### config.mk
export PLATFORM = sky130hd
export DESIGN_NAME = spi_xfer_ctrl_flat
export DESIGN_NICKNAME = d
export VERILOG_FILES = /design/src/rtl/spi_xfer_ctrl_pkg.sv /design/src/rtl/spi_xfer_ctrl_if.sv /design/src/rtl/spi_cs_delay.sv /design/src/rtl/spi_xfer_ctrl.sv /design/src/flat_wrapper.sv
export SDC_FILE = /design/constraint.sdc
export NUM_CORES = 1
export LEC_CHECK = 0
export BUFFER_PORTS_ARGS = -buffer_cell sky130_fd_sc_hd__buf_2
export CORE_MARGIN = 4
export CORE_UTILIZATION = 40
export DETAILED_ROUTE_END_ITERATION = 6
export PLACE_DENSITY = 0.66
export SLEW_MARGIN = 20
export SYNTH_ARGS = -nofsm -noshare
export SYNTH_HDL_FRONTEND = slang
export SYNTH_HIERARCHICAL = 1
export SYNTH_SLANG_ARGS = --single-unit
### constraint.sdc
create_clock -name clk_i -period 2.63 [get_ports clk_i]
set_input_delay 0.6575 -clock clk_i [delete_from_list [all_inputs] [get_ports clk_i]]
set_output_delay 0.6575 -clock clk_i [all_outputs]
set_load 0.005 [all_outputs]
### src/rtl/spi_xfer_ctrl_pkg.sv
// Shared definitions for the SPI transfer sequencer: state encoding, default field widths
// and the edge-select helper used for the TX/RX strobes.
package spi_xfer_ctrl_pkg;

  localparam int SPI_CHAR_LEN_BITS = 7;
  localparam int SPI_SS_NB         = 8;
  localparam int SPI_DLY_W         = 4;

  typedef enum logic [2:0] {
    ST_IDLE  = 3'd0,
    ST_SETUP = 3'd1,
    ST_XFER  = 3'd2,
    ST_HOLD  = 3'd3,
    ST_DONE  = 3'd4
  } state_t;

  function automatic logic edge_sel(input logic use_neg, input logic pos_e, input logic neg_e);
    return use_neg ? neg_e : pos_e;
  endfunction

endpackage

### src/rtl/spi_xfer_ctrl_if.sv
// Command, configuration, clock-generator and status signals of the transfer sequencer.
// The master side issues start/abort and edge pulses; no flow control, all single-cycle pulses.
interface spi_xfer_ctrl_if
  import spi_xfer_ctrl_pkg::*;
#(
  parameter int CHAR_LEN_W = SPI_CHAR_LEN_BITS,
  parameter int SS_NB      = SPI_SS_NB,
  parameter int DLY_W      = SPI_DLY_W
);
  logic                  start_i;
  logic                  abort_i;
  logic [CHAR_LEN_W-1:0] char_len_i;
  logic [SS_NB-1:0]      ss_i;
  logic                  ass_i;
  logic                  tx_neg_i;
  logic                  rx_neg_i;
  logic [DLY_W-1:0]      lead_i;
  logic [DLY_W-1:0]      trail_i;
  logic                  pos_edge_i;
  logic                  neg_edge_i;
  logic                  clk_en_o;
  logic                  go_o;
  logic                  last_clk_o;
  logic                  tx_shift_o;
  logic                  rx_sample_o;
  logic [CHAR_LEN_W:0]   bit_cnt_o;
  logic [SS_NB-1:0]      ss_n_o;
  logic                  busy_o;
  logic                  done_o;

  modport master (
    output start_i, abort_i, char_len_i, ss_i, ass_i, tx_neg_i, rx_neg_i, lead_i, trail_i,
           pos_edge_i, neg_edge_i,
    input  clk_en_o, go_o, last_clk_o, tx_shift_o, rx_sample_o, bit_cnt_o, ss_n_o, busy_o, done_o
  );

  modport slave (
    input  start_i, abort_i, char_len_i, ss_i, ass_i, tx_neg_i, rx_neg_i, lead_i, trail_i,
           pos_edge_i, neg_edge_i,
    output clk_en_o, go_o, last_clk_o, tx_shift_o, rx_sample_o, bit_cnt_o, ss_n_o, busy_o, done_o
  );

endinterface

### src/rtl/spi_cs_delay.sv
// Loadable saturating down-counter with zero flag, timing chip-select setup and hold.
// Load takes effect next cycle and wins over decrement; no backpressure.
module spi_cs_delay #(
  parameter int W = 4
) (
  input  logic         clk_i,
  input  logic         rst_ni,
  input  logic         load,
  input  logic [W-1:0] load_val,
  input  logic         dec,
  output logic         zero
);

  logic [W-1:0] cnt;

  always_ff @(posedge clk_i or negedge rst_ni) begin
    if (!rst_ni) begin
      cnt <= '0;
    end else if (load) begin
      cnt <= load_val;
    end else if (dec && cnt != '0) begin
      cnt <= cnt - W'(1);
    end
  end

  assign zero = (cnt == '0);

endmodule

### src/rtl/spi_xfer_ctrl.sv
// SPI transfer sequencer: start/abort FSM, CS setup/hold, bit counting and shift/sample strobes.
// Busy one cycle after start; strobes combinational with edge pulses; start ignored while busy.
module spi_xfer_ctrl
  import spi_xfer_ctrl_pkg::*;
#(
  parameter int CHAR_LEN_W = SPI_CHAR_LEN_BITS,
  parameter int SS_NB      = SPI_SS_NB,
  parameter int DLY_W      = SPI_DLY_W
) (
  input  logic            clk_i,
  input  logic            rst_ni,
  spi_xfer_ctrl_if.slave  bus
);

  localparam int CNT_W = CHAR_LEN_W + 1;

  state_t             state;
  logic [CNT_W-1:0]   bit_cnt;
  logic [SS_NB-1:0]   ss_l;
  logic               ass_l;
  logic               tx_neg_l;
  logic               rx_neg_l;
  logic [DLY_W-1:0]   trail_l;
  logic               go;
  logic               done;
  logic               busy;
  logic               clk_en;

  logic               in_xfer;
  logic               tx_edge;
  logic               rx_edge;
  logic               accept;
  logic               last_rx;
  logic               dly_load;
  logic [DLY_W-1:0]   dly_val;
  logic               dly_dec;
  logic               dly_zero;
  logic [SS_NB-1:0]   ss_n;

  assign in_xfer = (state == ST_XFER);
  assign tx_edge = edge_sel(tx_neg_l, bus.pos_edge_i, bus.neg_edge_i);
  assign rx_edge = edge_sel(rx_neg_l, bus.pos_edge_i, bus.neg_edge_i);
  assign accept  = (state == ST_IDLE) && bus.start_i && !bus.abort_i;
  assign last_rx = in_xfer && rx_edge && (bit_cnt == CNT_W'(1));

  // One counter serves both delays: lead is loaded on start, trail on the final sample.
  always_comb begin
    dly_load = accept || last_rx;
    dly_val  = accept ? bus.lead_i : trail_l;
    dly_dec  = (state == ST_SETUP) || (state == ST_HOLD);
  end

  spi_cs_delay #(.W(DLY_W)) u_cs_delay (
    .clk_i    (clk_i),
    .rst_ni   (rst_ni),
    .load     (dly_load),
    .load_val (dly_val),
    .dec      (dly_dec),
    .zero     (dly_zero)
  );

  always_ff @(posedge clk_i or negedge rst_ni) begin
    if (!rst_ni) begin
      state    <= ST_IDLE;
      bit_cnt  <= '0;
      ss_l     <= '0;
      ass_l    <= 1'b0;
      tx_neg_l <= 1'b0;
      rx_neg_l <= 1'b0;
      trail_l  <= '0;
      go       <= 1'b0;
      done     <= 1'b0;
      busy     <= 1'b0;
      clk_en   <= 1'b0;
    end else begin
      go   <= 1'b0;
      done <= 1'b0;
      if (bus.abort_i) begin
        state  <= ST_IDLE;
        busy   <= 1'b0;
        clk_en <= 1'b0;
      end else begin
        case (state)
          ST_IDLE: begin
            if (bus.start_i) begin
              ss_l     <= bus.ss_i;
              ass_l    <= bus.ass_i;
              tx_neg_l <= bus.tx_neg_i;
              rx_neg_l <= bus.rx_neg_i;
              trail_l  <= bus.trail_i;
              bit_cnt  <= (bus.char_len_i == '0) ? {1'b1, {CHAR_LEN_W{1'b0}}}
                                                 : {1'b0, bus.char_len_i};
              busy     <= 1'b1;
              if (bus.ass_i) begin
                state <= ST_SETUP;
              end else begin
                state  <= ST_XFER;
                go     <= 1'b1;
                clk_en <= 1'b1;
              end
            end
          end
          ST_SETUP: begin
            if (dly_zero) begin
              state  <= ST_XFER;
              go     <= 1'b1;
              clk_en <= 1'b1;
            end
          end
          ST_XFER: begin
            if (rx_edge) begin
              if (bit_cnt != '0) bit_cnt <= bit_cnt - CNT_W'(1);
              if (bit_cnt == CNT_W'(1)) begin
                clk_en <= 1'b0;
                if (ass_l) begin
                  state <= ST_HOLD;
                end else begin
                  state <= ST_DONE;
                  done  <= 1'b1;
                end
              end
            end
          end
          ST_HOLD: begin
            if (dly_zero) begin
              state <= ST_DONE;
              done  <= 1'b1;
            end
          end
          ST_DONE: begin
            state <= ST_IDLE;
            busy  <= 1'b0;
          end
          default: state <= ST_IDLE;
        endcase
      end
    end
  end

  // Manual select follows the live mask; automatic select drives only SETUP through HOLD.
  always_comb begin
    ss_n = '1;
    if (state == ST_IDLE) begin
      ss_n = bus.ass_i ? '1 : ~bus.ss_i;
    end else if (!ass_l) begin
      ss_n = ~bus.ss_i;
    end else if (state == ST_SETUP || state == ST_XFER || state == ST_HOLD) begin
      ss_n = ~ss_l;
    end
  end

  assign bus.clk_en_o    = clk_en;
  assign bus.go_o        = go;
  assign bus.last_clk_o  = in_xfer && (bit_cnt == CNT_W'(1));
  assign bus.tx_shift_o  = in_xfer && tx_edge && (bit_cnt != '0);
  assign bus.rx_sample_o = in_xfer && rx_edge;
  assign bus.bit_cnt_o   = bit_cnt;
  assign bus.ss_n_o      = ss_n;
  assign bus.busy_o      = busy;
  assign bus.done_o      = done;

endmodule

### src/flat_wrapper.sv
// flat-port wrapper written by rule: the top's interface ports become plain ports
module spi_xfer_ctrl_flat import spi_xfer_ctrl_pkg::*;
#(
  parameter int CHAR_LEN_W = SPI_CHAR_LEN_BITS,
  parameter int SS_NB      = SPI_SS_NB,
  parameter int DLY_W      = SPI_DLY_W
)
  (clk_i, rst_ni, bus_start_i, bus_abort_i, bus_char_len_i, bus_ss_i, bus_ass_i, bus_tx_neg_i, bus_rx_neg_i, bus_lead_i, bus_trail_i, bus_pos_edge_i, bus_neg_edge_i, bus_clk_en_o, bus_go_o, bus_last_clk_o, bus_tx_shift_o, bus_rx_sample_o, bus_bit_cnt_o, bus_ss_n_o, bus_busy_o, bus_done_o);
  spi_xfer_ctrl_if #(.CHAR_LEN_W(CHAR_LEN_W), .SS_NB(SS_NB), .DLY_W(DLY_W)) bus_i ();
  input  logic clk_i;
  input  logic rst_ni;
  input wire logic [$bits(bus_i.start_i)-1:0] bus_start_i;
  input wire logic [$bits(bus_i.abort_i)-1:0] bus_abort_i;
  input wire logic [$bits(bus_i.char_len_i)-1:0] bus_char_len_i;
  input wire logic [$bits(bus_i.ss_i)-1:0] bus_ss_i;
  input wire logic [$bits(bus_i.ass_i)-1:0] bus_ass_i;
  input wire logic [$bits(bus_i.tx_neg_i)-1:0] bus_tx_neg_i;
  input wire logic [$bits(bus_i.rx_neg_i)-1:0] bus_rx_neg_i;
  input wire logic [$bits(bus_i.lead_i)-1:0] bus_lead_i;
  input wire logic [$bits(bus_i.trail_i)-1:0] bus_trail_i;
  input wire logic [$bits(bus_i.pos_edge_i)-1:0] bus_pos_edge_i;
  input wire logic [$bits(bus_i.neg_edge_i)-1:0] bus_neg_edge_i;
  output wire logic [$bits(bus_i.clk_en_o)-1:0] bus_clk_en_o;
  output wire logic [$bits(bus_i.go_o)-1:0] bus_go_o;
  output wire logic [$bits(bus_i.last_clk_o)-1:0] bus_last_clk_o;
  output wire logic [$bits(bus_i.tx_shift_o)-1:0] bus_tx_shift_o;
  output wire logic [$bits(bus_i.rx_sample_o)-1:0] bus_rx_sample_o;
  output wire logic [$bits(bus_i.bit_cnt_o)-1:0] bus_bit_cnt_o;
  output wire logic [$bits(bus_i.ss_n_o)-1:0] bus_ss_n_o;
  output wire logic [$bits(bus_i.busy_o)-1:0] bus_busy_o;
  output wire logic [$bits(bus_i.done_o)-1:0] bus_done_o;
  assign bus_i.start_i = bus_start_i;
  assign bus_i.abort_i = bus_abort_i;
  assign bus_i.char_len_i = bus_char_len_i;
  assign bus_i.ss_i = bus_ss_i;
  assign bus_i.ass_i = bus_ass_i;
  assign bus_i.tx_neg_i = bus_tx_neg_i;
  assign bus_i.rx_neg_i = bus_rx_neg_i;
  assign bus_i.lead_i = bus_lead_i;
  assign bus_i.trail_i = bus_trail_i;
  assign bus_i.pos_edge_i = bus_pos_edge_i;
  assign bus_i.neg_edge_i = bus_neg_edge_i;
  assign bus_clk_en_o = bus_i.clk_en_o;
  assign bus_go_o = bus_i.go_o;
  assign bus_last_clk_o = bus_i.last_clk_o;
  assign bus_tx_shift_o = bus_i.tx_shift_o;
  assign bus_rx_sample_o = bus_i.rx_sample_o;
  assign bus_bit_cnt_o = bus_i.bit_cnt_o;
  assign bus_ss_n_o = bus_i.ss_n_o;
  assign bus_busy_o = bus_i.busy_o;
  assign bus_done_o = bus_i.done_o;
  spi_xfer_ctrl #(.CHAR_LEN_W(CHAR_LEN_W), .SS_NB(SS_NB), .DLY_W(DLY_W)) u_core (.clk_i(clk_i), .rst_ni(rst_ni), .bus(bus_i));
endmodule
==> metrics.md <==
| Metric | Value |
|---|---|
| Most used cell, CP | `buf_4` |
| Total of max-cap violations | `0` |
| R2R cell count | `7` |
| CTS tree | `done` |
| Pwr dens | `1010 nW/um^2` |
| Row count | `25` |
| Chip Height | `79.1 um` |
| Final setup TNS | `0 ps` |
| CTS buffer count | `5` |
| Clock sinks | `34` |
| Max Root-Sink Buffers | `2` |
| Core area | `4820 sq um` |
| Run status | `finished, final reports clean` |
| Synth Area in Adders | `0.0248` |
| Diode count | `0` |
| Reg clk slew, reported paths | `70 ps` |
| I/O Buffers | `54` |
| Final RePlAce weighted congestion | `0.875` |
| Slew HR | `0.504` |
| Routed len/inst | `14.2 um` |
| Synth Warn # | `6` |
| Most frequent cell after synthesis | `nand2_1` |
| Largest net degree at the start of global routing | `35` |
| Slowest cell delay on critical path | `480 ps` |
| DRT Pass-1 Iters | `4` |
| P_leak | `1.21 nW` |
| Largest family of logic cells by synthesized area | `simple AND/OR/NAND/NOR gates` |
| Syn nets | `270` |
| Final period utilization | `0.929` |
| Crit-path cells | `buf_4 -> or3b_1 -> buf_4 -> nor2_1 -> buf_2` |
| Final Hold Vio Count | `0` |
| Number of flops mapped to enable cells by yosys | `0` |
| GR Overflow Total | `0` |
| Antenna violations before repair | `0` |
| Post-DRT Antenna Nets | `0` |
| Compound-Gate Fraction of Synth Area | `0.192` |
| Worst ir drop on vdd | `0.386 mV` |
| Post-synthesis mux area share | `0.0223` |
| Synth top area share | `0.421` |
| Cell area after layout | `2480 sq um` |
| #FFs+latches synth | `34` |
| Via count | `1943` |
| Fin nets | `331` |
| Worst path bufs/invs | `3` |
| Cell Area, Synth | `2020 sq um` |
| Synth Flop Type | `dfrtp_1` |
| Req. time, crit path | `1970 ps` |
| Delay-heaviest family, CP | `simple AND/OR/NAND/NOR gates` |
| Critical R2R Capture | `u_core/u_cs_delay/cnt[3]` |
| Vias in the first global route | `1797` |
| Setup violators final | `0` |
| Initial core utilization | `0.420` |
| Clk Latency, worst-skew pair | `290 ps` |
| Fmax | `409 MHz` |
| Netlist cell types | `53` |
| Startpoint types | `register` |
| DRC viols | `0` |
| Fin. max-slew vios | `0` |
| Post-Synthesis Cells | `234` |
| Share of cells above drive strength 1 | `0.281` |
| Fillers | `491` |
| FF-to-FF Start | `u_core/bus.bit_cnt_o[1]` |
| Htree depth | `2` |
| Via density | `5.37` |
| Fin cells | `362` |
| CTS hold repair buffers | `0` |
| RSZ-0062 raised after global routing | `false` |
| Skew final | `13.3 ps` |
| R2r setup slk | `520 ps` |
| Gr usage total | `0.173` |
| DIE WIDTH | `79.1 um` |
| Area growth from synthesis to layout | `22.7%` |
| XOR/XNOR Fraction of Synth Area | `0` |
| Initial drt markers | `127` |
| PostCTS Resize Cnt | `0` |
| Slew @ Worst Pin | `744 ps` |
| Largest area contributor in the synthesized netlist | `dfrtp_1` |
| Worst EP arrival | `1790 ps` |
| Critical Path Fanout Max | `17` |
| Post-CTS Setup Inserts | `0` |
| Avg Inst Size Synth | `8.64 sq um` |
| Crit end category | `output port` |
| Most frequent cells after synthesis | `63 x nand2_1, 34 x dfrtp_1, 13 x a21oi_1` |
| Placed cell count | `355` |
| Placed cell areas | `2400 sq um` |
| Largest cells by area after synthesis | `dfrtp_1 42%, nand2_1 12%, a22oi_1 3.3%, a21oi_1 3.2%, ha_1 2.5%` |
| Critical path type | `register to output port` |
| Hold WC Path Type | `primary input to async pin` |
| Critical path's slowest cell | `or3b_1` |
| Root Buffer | `clkbuf_8` |
| DP HPWL | `3760 um` |
| DIE AREA | `6260 sq um` |
| Simple-gate share of the synthesized area | `0.298` |
| I/O pin count | `55` |
| Routed WL | `5140 um` |
| Register area share after synthesis | `0.421` |
| Post-synth ARST share | `1.00` |
| Fin crit period | `2440 ps` |
| Global-route wire length before repair | `8530 um` |
[metrics by stage]
stage          total power, mW   util  hold WS, ps  setup slack (ps)
6_report                  2.52  0.515          432               186
5_1_grt                   2.73  0.515          486              51.4
4_1_cts                   2.52  0.514          468              67.9
3_5_place_dp              2.15  0.498          451               389
3_3_place_gp              2.13  0.498          445               443
2_1_floorplan             1.72      -          362               532
[final cells by class]
cell class	instances	area [sq um]	area share
clock buffers	5	68.8	0.0277
clock inverters	2	10.0	0.00403
inverters	8	30.0	0.0121
multi-input cells	182	1090	0.440
flip-flops and latches	34	851	0.343
well taps	67	83.8	0.0338
repair buffers	64	345	0.139
[registers in the layout, indices dropped and copies added (netlist names)]
name / cells
u_core/ass_l: 1
u_core/bus.bit_cnt_o: 8
u_core/bus.busy_o: 1
u_core/bus.clk_en_o: 1
u_core/bus.done_o: 1
u_core/bus.go_o: 1
u_core/rx_neg_l: 1
u_core/ss_l: 8
u_core/state: 3
u_core/trail_l: 4
u_core/tx_neg_l: 1
u_core/u_cs_delay/cnt: 4
[worst reg2reg max path: stages (launching register included)]
cell and delay (ps):
dfrtp_1 440, inv_1 130, ha_1 150, nor3b_1 380
nand4b_1 200, nand2_1 310, nor3_1 100, a221o_1 320
[power breakdown]
group	internal (mW)	switching (mW)
combinational	0.542	0.651
sequential	0.744	0.213
clock	0.178	0.190
[worst max path at each step]
stage | startpoint | end | slack (ps) | cells after the start
after floorplan | bus_neg_edge_i | u_core/u_cs_delay/cnt[1] | 530 | 6
after global placement | u_core/ass_l | bus_ss_n_o[6] | 440 | 3
after detailed placement | u_core/ass_l | bus_ss_n_o[4] | 390 | 3
after CTS | u_core/ass_l | bus_ss_n_o[4] | 70 | 3
after global routing | u_core/bus.bit_cnt_o[1] | bus_last_clk_o | 50 | 6
final | u_core/state[0] | bus_last_clk_o | 190 | 5
[layer usage]
metal  GRT usage  share of wire  vias up
met3      0.0408          0.050        9
met2       0.252           0.44       56
li1            -              -      961
met1       0.250           0.49      917
met4      0.0636          0.015        0
met5           0              0        -
[layout by cell type, fill, tap and decap left out, drive strengths merged, types with 2 or more instances in the layout]
cell,netlist,routed
nand2,64,64
buf,6,64
dfrtp,34,34
a21oi,13,13
nor2,11,11
a22oi,9,9
o21ai,9,9
inv,8,8
nor3,7,7
nor3b,7,7
nor4,6,6
clkbuf,4,5
nand3,4,4
o2bb2ai,4,4
ha,4,4
mux2i,3,3
and3,3,3
or4,3,3
a211oi,3,3
or3,3,3
clkinv,0,2
nand4b,2,2
nor2b,2,2
a31oi,2,2
nor4b,2,2
o211ai,2,2
[kinds of logic after synthesis]
group	after synthesis
buf+inv	18
compound gates	55
flops	34
simple gates	119
fa+ha+maj	4
mux	4
Note: power is estimated with default switching activity, not from simulation.
